## config.mk

```make
export PLATFORM = sky130hd
export DESIGN_NAME = bi_mem_initiator
export DESIGN_NICKNAME = d
export VERILOG_FILES = /design/src/rtl/bi_mem_initiator.sv
export SDC_FILE = /design/constraint.sdc
export NUM_CORES = 1
export LEC_CHECK = 0
export CAP_MARGIN = 20
export CORE_MARGIN = 2
export CORE_UTILIZATION = 40
export DETAILED_ROUTE_END_ITERATION = 7
export PLACE_DENSITY = 0.72
export RECOVER_POWER = 50
export SYNTH_ARGS = -nofsm -noshare
export SYNTH_HDL_FRONTEND = slang
export SYNTH_SLANG_ARGS = --single-unit
```

## constraint.sdc

```tcl
create_clock -name clk_i -period 6.18 [get_ports clk_i]
set_input_delay 0.927 -clock clk_i [delete_from_list [all_inputs] [get_ports clk_i]]
set_output_delay 0.927 -clock clk_i [all_outputs]
set_load 0.05 [all_outputs]
```

## src/rtl/bi_mem_initiator.sv

```systemverilog
// bi_mem_initiator: turns a valid/ready request stream into BiMem accesses.
// Read data comes back through a small first-word-fall-through response FIFO.
// Read credits are reserved when a request is accepted, so that FIFO can never overflow.
module bi_mem_initiator #(
  parameter int  WIDTH     = 16,
  parameter int  HEIGHT    = 16,
  parameter int  RSP_DEPTH = 2,
  localparam int AW        = (HEIGHT > 1) ? $clog2(HEIGHT) : 1
) (
  input  logic             clk_i,
  input  logic             rst_i,
  input  logic             req_valid_i,
  output logic             req_ready_o,
  input  logic             req_isWrite_i,
  input  logic [AW-1:0]    req_addr_i,
  input  logic [WIDTH-1:0] req_data_i,
  output logic             rsp_valid_o,
  input  logic             rsp_ready_i,
  output logic [WIDTH-1:0] rsp_data_o,
  output logic             mem_enable_o,
  output logic             mem_isWrite_o,
  output logic [AW-1:0]    mem_addr_o,
  output logic [WIDTH-1:0] mem_writeData_o,
  input  logic [WIDTH-1:0] mem_readData_i,
  input  logic             mem_hold_i,
  output logic             busy_o
);

  localparam int PW = (RSP_DEPTH > 1) ? $clog2(RSP_DEPTH) : 1;
  localparam int CW = $clog2(RSP_DEPTH + 1);
  // Wide enough for fifo_count + in-flight read + pending read command.
  localparam int RW = CW + 1;

  // Command register: this register drives the memory port directly.
  logic             cmd_valid_q, cmd_valid_d;
  logic             cmd_iswrite_q, cmd_iswrite_d;
  logic [AW-1:0]    cmd_addr_q, cmd_addr_d;
  logic [WIDTH-1:0] cmd_data_q, cmd_data_d;

  // A read was accepted last cycle, so its data is on mem_readData_i now.
  logic             rd_inflight_q, rd_inflight_d;

  // Response FIFO state.
  logic [PW-1:0]    wr_ptr_q, wr_ptr_d;
  logic [PW-1:0]    rd_ptr_q, rd_ptr_d;
  logic [CW-1:0]    count_q, count_d;
  logic [WIDTH-1:0] fifo_mem [RSP_DEPTH];

  logic          accept;
  logic          fifo_empty;
  logic          push;
  logic          pop;
  logic [RW-1:0] reads_reserved;
  logic          credit_ok;
  logic          req_fire;

  // Handshake, credit and FIFO control terms.
  always_comb begin
    accept         = cmd_valid_q && !mem_hold_i;
    fifo_empty     = (count_q == '0);
    push           = rd_inflight_q;
    pop            = !fifo_empty && rsp_ready_i;
    reads_reserved = RW'(count_q) + RW'(rd_inflight_q) + RW'(cmd_valid_q && !cmd_iswrite_q);
    // A slot popped in this cycle is already free for a new read.
    credit_ok      = (reads_reserved - RW'(pop)) < RW'(RSP_DEPTH);
    req_ready_o    = (!cmd_valid_q || !mem_hold_i) && (req_isWrite_i || credit_ok) && !rst_i;
    req_fire       = req_valid_i && req_ready_o;
  end

  // Next-state logic for the command register, the in-flight flag and the FIFO pointers.
  always_comb begin
    cmd_valid_d   = cmd_valid_q;
    cmd_iswrite_d = cmd_iswrite_q;
    cmd_addr_d    = cmd_addr_q;
    cmd_data_d    = cmd_data_q;
    rd_inflight_d = accept && !cmd_iswrite_q;
    wr_ptr_d      = wr_ptr_q;
    rd_ptr_d      = rd_ptr_q;
    count_d       = count_q;

    if (req_fire) begin
      cmd_valid_d   = 1'b1;
      cmd_iswrite_d = req_isWrite_i;
      cmd_addr_d    = req_addr_i;
      cmd_data_d    = req_data_i;
    end else if (accept) begin
      cmd_valid_d   = 1'b0;
    end

    if (push) begin
      wr_ptr_d = (wr_ptr_q == PW'(RSP_DEPTH - 1)) ? '0 : wr_ptr_q + PW'(1);
    end
    if (pop) begin
      rd_ptr_d = (rd_ptr_q == PW'(RSP_DEPTH - 1)) ? '0 : rd_ptr_q + PW'(1);
    end

    unique case ({push, pop})
      2'b10:   count_d = count_q + CW'(1);
      2'b01:   count_d = count_q - CW'(1);
      default: count_d = count_q;
    endcase
  end

  // Register state; reset clears everything, so any late read data is dropped.
  always_ff @(posedge clk_i) begin
    if (rst_i) begin
      cmd_valid_q   <= 1'b0;
      cmd_iswrite_q <= 1'b0;
      cmd_addr_q    <= '0;
      cmd_data_q    <= '0;
      rd_inflight_q <= 1'b0;
      wr_ptr_q      <= '0;
      rd_ptr_q      <= '0;
      count_q       <= '0;
    end else begin
      cmd_valid_q   <= cmd_valid_d;
      cmd_iswrite_q <= cmd_iswrite_d;
      cmd_addr_q    <= cmd_addr_d;
      cmd_data_q    <= cmd_data_d;
      rd_inflight_q <= rd_inflight_d;
      wr_ptr_q      <= wr_ptr_d;
      rd_ptr_q      <= rd_ptr_d;
      count_q       <= count_d;
    end
  end

  // Capture returning read data; the storage itself needs no reset.
  always_ff @(posedge clk_i) begin
    if (push && !rst_i) begin
      fifo_mem[wr_ptr_q] <= mem_readData_i;
    end
  end

  assign mem_enable_o    = cmd_valid_q;
  assign mem_isWrite_o   = cmd_iswrite_q;
  assign mem_addr_o      = cmd_addr_q;
  assign mem_writeData_o = cmd_data_q;

  // Show zero instead of stale storage while the FIFO is empty.
  assign rsp_valid_o = !fifo_empty;
  assign rsp_data_o  = fifo_empty ? '0 : fifo_mem[rd_ptr_q];
  assign busy_o      = cmd_valid_q || rd_inflight_q || !fifo_empty;

  a_no_overflow : assert property (@(posedge clk_i) disable iff (rst_i)
    !(push && !pop && (count_q == CW'(RSP_DEPTH))));
  a_no_underflow : assert property (@(posedge clk_i) disable iff (rst_i)
    count_q <= CW'(RSP_DEPTH));
  a_hold_stable : assert property (@(posedge clk_i) disable iff (rst_i)
    (mem_enable_o && mem_hold_i) |=> (mem_enable_o && $stable(mem_isWrite_o) &&
                                      $stable(mem_addr_o) && $stable(mem_writeData_o)));

endmodule

```

### After elaboration in Yosys (flattened, before gate mapping)

Memory sizes are Yosys's and may differ from the RTL's. A register that Yosys moved wholly into a read port is not among the register bits.
Index checks and enable logic that the tools add are counted.
W data, S select, Z words.

| cells by class | value |
|---|---|
| $add $sub $neg | 7 |
| mux-type cells | 10 |
| reductions and logical operators | 20 |
| eq/ne operators | 2 |
| $lt $le $gt $ge | 1 |

Operators with widths:

| kind | number |
|---|---|
| $mux W16 | 1 |
| $logic_and A1 B1 Y1 | 8 |
| $mux W1 | 8 |
| $logic_not A1 Y1 | 5 |
| $logic_or A1 B1 Y1 | 4 |
| $pmux W2 S2 | 1 |
| $reduce_bool A2 Y1 | 2 |
| $add A2 B1 Y3 | 1 |
| $add A3 B1 Y3 | 1 |
| $lt A3 B2 Y1 const B | 1 |
| $sub A3 B1 Y3 | 1 |
| $add A1 B1 Y1 const B | 2 |
| $add A2 B1 Y2 const B | 1 |
| $eq A2 B1 Y1 const B | 1 |
| $eq A2 B2 Y1 const B | 1 |
| $logic_not A2 Y1 | 1 |
| $sub A2 B1 Y2 const B | 1 |

| word-level totals | value |
|---|---|
| input port bits | 42 |
| flip-flop bits (word level) | 27 |
| logic and storage cells | 49 |
| bits in writable memories | 32 |
| memories kept | 1 |

Memories:

| memory | depth | width | read ports | clocked after memory_dff | wr ports | RTL line | RTL |
|---|---|---|---|---|---|---|---|
| fifo_mem | 2 | 16 | 1 | 1 | 1 | 47 | `logic [WIDTH-1:0] fifo_mem [RSP_DEPTH];` |

### Logic depth before layout (Yosys ltp)

| logic depth | value |
|---|---|
| depth after elaboration | 10 |
| mapped depth | 12 |

### Worst setup path before layout

OpenSTA, ideal clock, no wires.

| timing | value |
|---|---|
| kind | in2out |
| start | in rsp_ready_i |
| end | out req_ready_o |
| data required time | 5.253 ns |
| cell stages on the path | 9 |
| setup slack | 1.983 ns |
| buffers on the path | 0 |
| arrival | 3.270 ns |
| cells stage by stage | nor2b_1 > ha_1 > inv_1 > ha_1 > a21o_1 > fa_1 > xor2_1 > a21oi_1 > nor2_1 |

| between the ends | value |
|---|---|
| cells in the longest elaborated chain, start to end | 6 |

RTL lines:

| item | RTL line | RTL |
|---|---|---|
| start: declaration | 18 | `input logic rsp_ready_i,` |
| $logic_and A1 B1 Y1 | 62 | `pop = !fifo_empty && rsp_ready_i;` |
| $sub A3 B1 Y3 | 65 | `credit_ok = (reads_reserved - RW'(pop)) < RW'(RSP_DEPTH);` |
| $lt A3 B2 Y1 | 65 |  |
| $logic_or A1 B1 Y1 | 66 | `req_ready_o = (!cmd_valid_q \|\| !mem_hold_i) && (req_isWrite_i \|\| credit_ok) && !rst_i;` |
| $logic_and A1 B1 Y1 (2 in a row) | 66 |  |
| end: declaration | 13 | `output logic req_ready_o,` |

No other way between the ends.

### Final worst setup path

| timing | value |
|---|---|
| start | in rst_i |
| end | out req_ready_o |

| between the ends | value |
|---|---|
| cells in the longest elaborated chain, start to end | 2 |

RTL lines:

| item | RTL line | RTL |
|---|---|---|
| start: declaration | 11 | `input logic rst_i,` |
| $logic_not A1 Y1 | 66 |  |
| $logic_and A1 B1 Y1 | 66 |  |

No other way between the ends.

==> summary.txt <==
Area after DPL -> 3270 um2
sequential share of the synthesized area -> 63.1%
Tot Pwr -> 1.59 mW
Tmin final -> 5000 ps
Pleak -> 1.17 nW
PortBufs -> 82
final layout net count -> 336
final slew viol count -> 0
Crit. End Element -> output port
DRT iter0 DRCs -> 105
Row Count -> 28
# H-tree levels -> 3
Die Span Y -> 81.6 um
Crit path largest cell delay -> 1050 ps
Syn Inst Count -> 208
global-route wire length before repair -> 8.57 mm
DRC errors left -> 0
number of buffers created by CTS -> 9
# placed instances -> 354
hold_ws -> 474 ps
Critical path buffers and inverters -> 3
vias in the first global route -> 1868
synthesized area -> 2410 um2
max_slew headroom -> 3.61%
core area -> 5890 um2
routed vias/inst -> 4.85
post-route cell area -> 3440 um2
routed length per instance -> 14.0 um
largest net degree at the start of global routing -> 33
endpoints failing setup -> 0
CP Cell Sequence -> dlygate4sd3_1, clkbuf_1, nand2b_1, nor2_1, clkdlybuf4s50_1
Clock transition at path regs -> 60 ps
Cell variety after synth -> 30
worst-path maximum fanout -> 32
Hold Vio Cnt, Final -> 0
Ports -> 83
asr flop ratio synth -> 0%
drt pass-1 iters -> 4
CTS max path bufs -> 2
Crit path max-delay family -> buffers and inverters
initial cell density of the core -> 41.0%
power per cell area -> 461 nW/um2
Tcrit/Tclk final -> 80.8%
Antenna Cells -> 0
die outline width -> 81.6 um
Peak VDD IR -> 0.252 mV
R2R cell count -> 11
die footprint -> 6660 um2
number of gates resized after cts -> 0
Max Clock Freq -> 0.200 GHz
Post-CTS Setup Inserts -> 0
CTS Sinks -> 60
Synth top area share -> 39.9%
Worst path slowest cell -> clkbuf_1
syn_area_per_cell -> 11.6 um2
Syn. warnings -> 0
Critical Path Stages -> 5
placer congestion estimate -> 0.664
post-route ant nets -> 0
Synth area leader -> edfxtp_1
final core utilization -> 58.5%
min setup slack post-route -> 1180 ps
Syn Nets -> 254
max-cap violations -> 0
grt ovf -> 0
hold path depth -> 2
vias -> 1796
clk_lat worst skew -> 320 ps
non-filler cells in the finished layout -> 370
Post-Route Setup TNS -> 0 ps
CTS root buffer -> clkbuf_8
initial antenna violation count -> 0
ratio of cells with drive above 1 in the final layout -> 6.44%
Layout Skew -> 2.98 ps
Post-synth EDFFs -> 32
Seq cells post-synth -> 60
Post-synth top flop -> edfxtp_1
critical path data required time -> 5250 ps
Synth-to-Final Area Change -> 42.7%
Hold Path Class -> reg2reg
gr usage total -> 17.2%
CP arrival -> 4070 ps
Synth area leaders -> edfxtp_1, dfxtp_1, mux2i_1
final WL -> 5.19 mm
pre-CTS setup slack -> 1200 ps
CP Class -> in2out
Slew @ Worst Pin -> 1450 ps
DP HPWL -> 3.41 mm
status -> finished clean
CP Launch Type -> primary input
TritonCTS clock tree -> built
cts hold-fix bufs -> 0
RSZ-0062 raised after global routing -> false
[worst reg2reg max path: stages, from the launching register on]
cell	delay, ps
dfxtp_1	360
nor2_2	580
nor2b_1	160
ha_1	390
inv_1	60
ha_1	280
a21o_1	180
fa_1	370
xor2_1	180
a21oi_2	760
o21ai_0	190
a21oi_1	180
[metal layers]
layer  routed length, um  part of all wire, %  vias to the layer above  global-route usage (%)
li1                    -                    -                      902                       -
met1                2320                   45                      818                    21.0
met2                2320                   45                       67                    27.0
met3                 462                  8.9                        9                    6.59
met4                  81                  1.6                        0                    7.50
met5                   0                    0                        -                       0
[sequential cells by signal, summed over array words and instances (netlist names), named ones only]
signal and flops:
count_q 2, mem_isWrite_o 1, mem_writeData_o 16, push 1
fifo_mem 32, mem_addr_o 4, mem_enable_o 1, rd_ptr_q 1
wr_ptr_q 1
[cells in the final DEF (no fill, tap or decap), drive strengths merged, types with 3 or more instances in the layout]
cell,n
mux2i,16
inv,6
dfxtp,28
nor2,23
ha,3
edfxtp,32
clkbuf,13
clkinvlp,4
a21oi,25
nor2b,3
nand3,21
xor2,3
o21ai,21
dlygate4sd3,17
clkdlybuf4s50,65
[synth_stat cells (2+ instances only)]
cell       n
buf_6      2
xnor2_1    2
inv_1      6
nor2_1    22
nor2b_1    3
clkbuf_8   2
ha_1       3
edfxtp_1  32
o21ai_0   13
buf_2      3
a21oi_1   24
clkbuf_1   6
nor3b_1    2
dfxtp_1   28
mux2i_1   16
xor2_1     3
o21ai_1    8
nand3_1   21
[kinds of logic (layout without fill, tap and decap cells)]
kind of cell,count (synthesis),count (layout),share of synthesized area [%]
muxes,16,16,6.64
buffers and inverters,20,107,4.77
xor gates and xnor gates,5,5,1.82
DFF,60,60,63.1
adders and majority gates,4,4,2.39
AOI/OAI and AO/OA,49,49,10.7
and+or+nand+nor,54,54,10.6
[power breakdown]
group          total [mW]  internal, mW  switching, mW
registers           0.512         0.466         0.0459
logic               0.742         0.251          0.491
clock network       0.333         0.185          0.148
total                1.59         0.902          0.685
[layout make-up]
cell class / count / area, um2
clock buffer: 10 / 128
clock inverter: 6 / 65.1
fill: 513 / 2440
inverter: 6 / 22.5
multi-input combinational: 128 / 778
sequential: 60 / 1520
tap: 75 / 93.8
timing repair buffer: 85 / 832
[final timing paths]
kind                 start  slack (ps)                  end
max                  rst_i        1180          req_ready_o
max reg2reg     count_q[0]        2400  mem_writeData_o[13]
min          mem_addr_o[0]         470        mem_addr_o[0]
min reg2reg  mem_addr_o[0]         470        mem_addr_o[0]
Note: power is estimated with default switching activity, not from simulation.
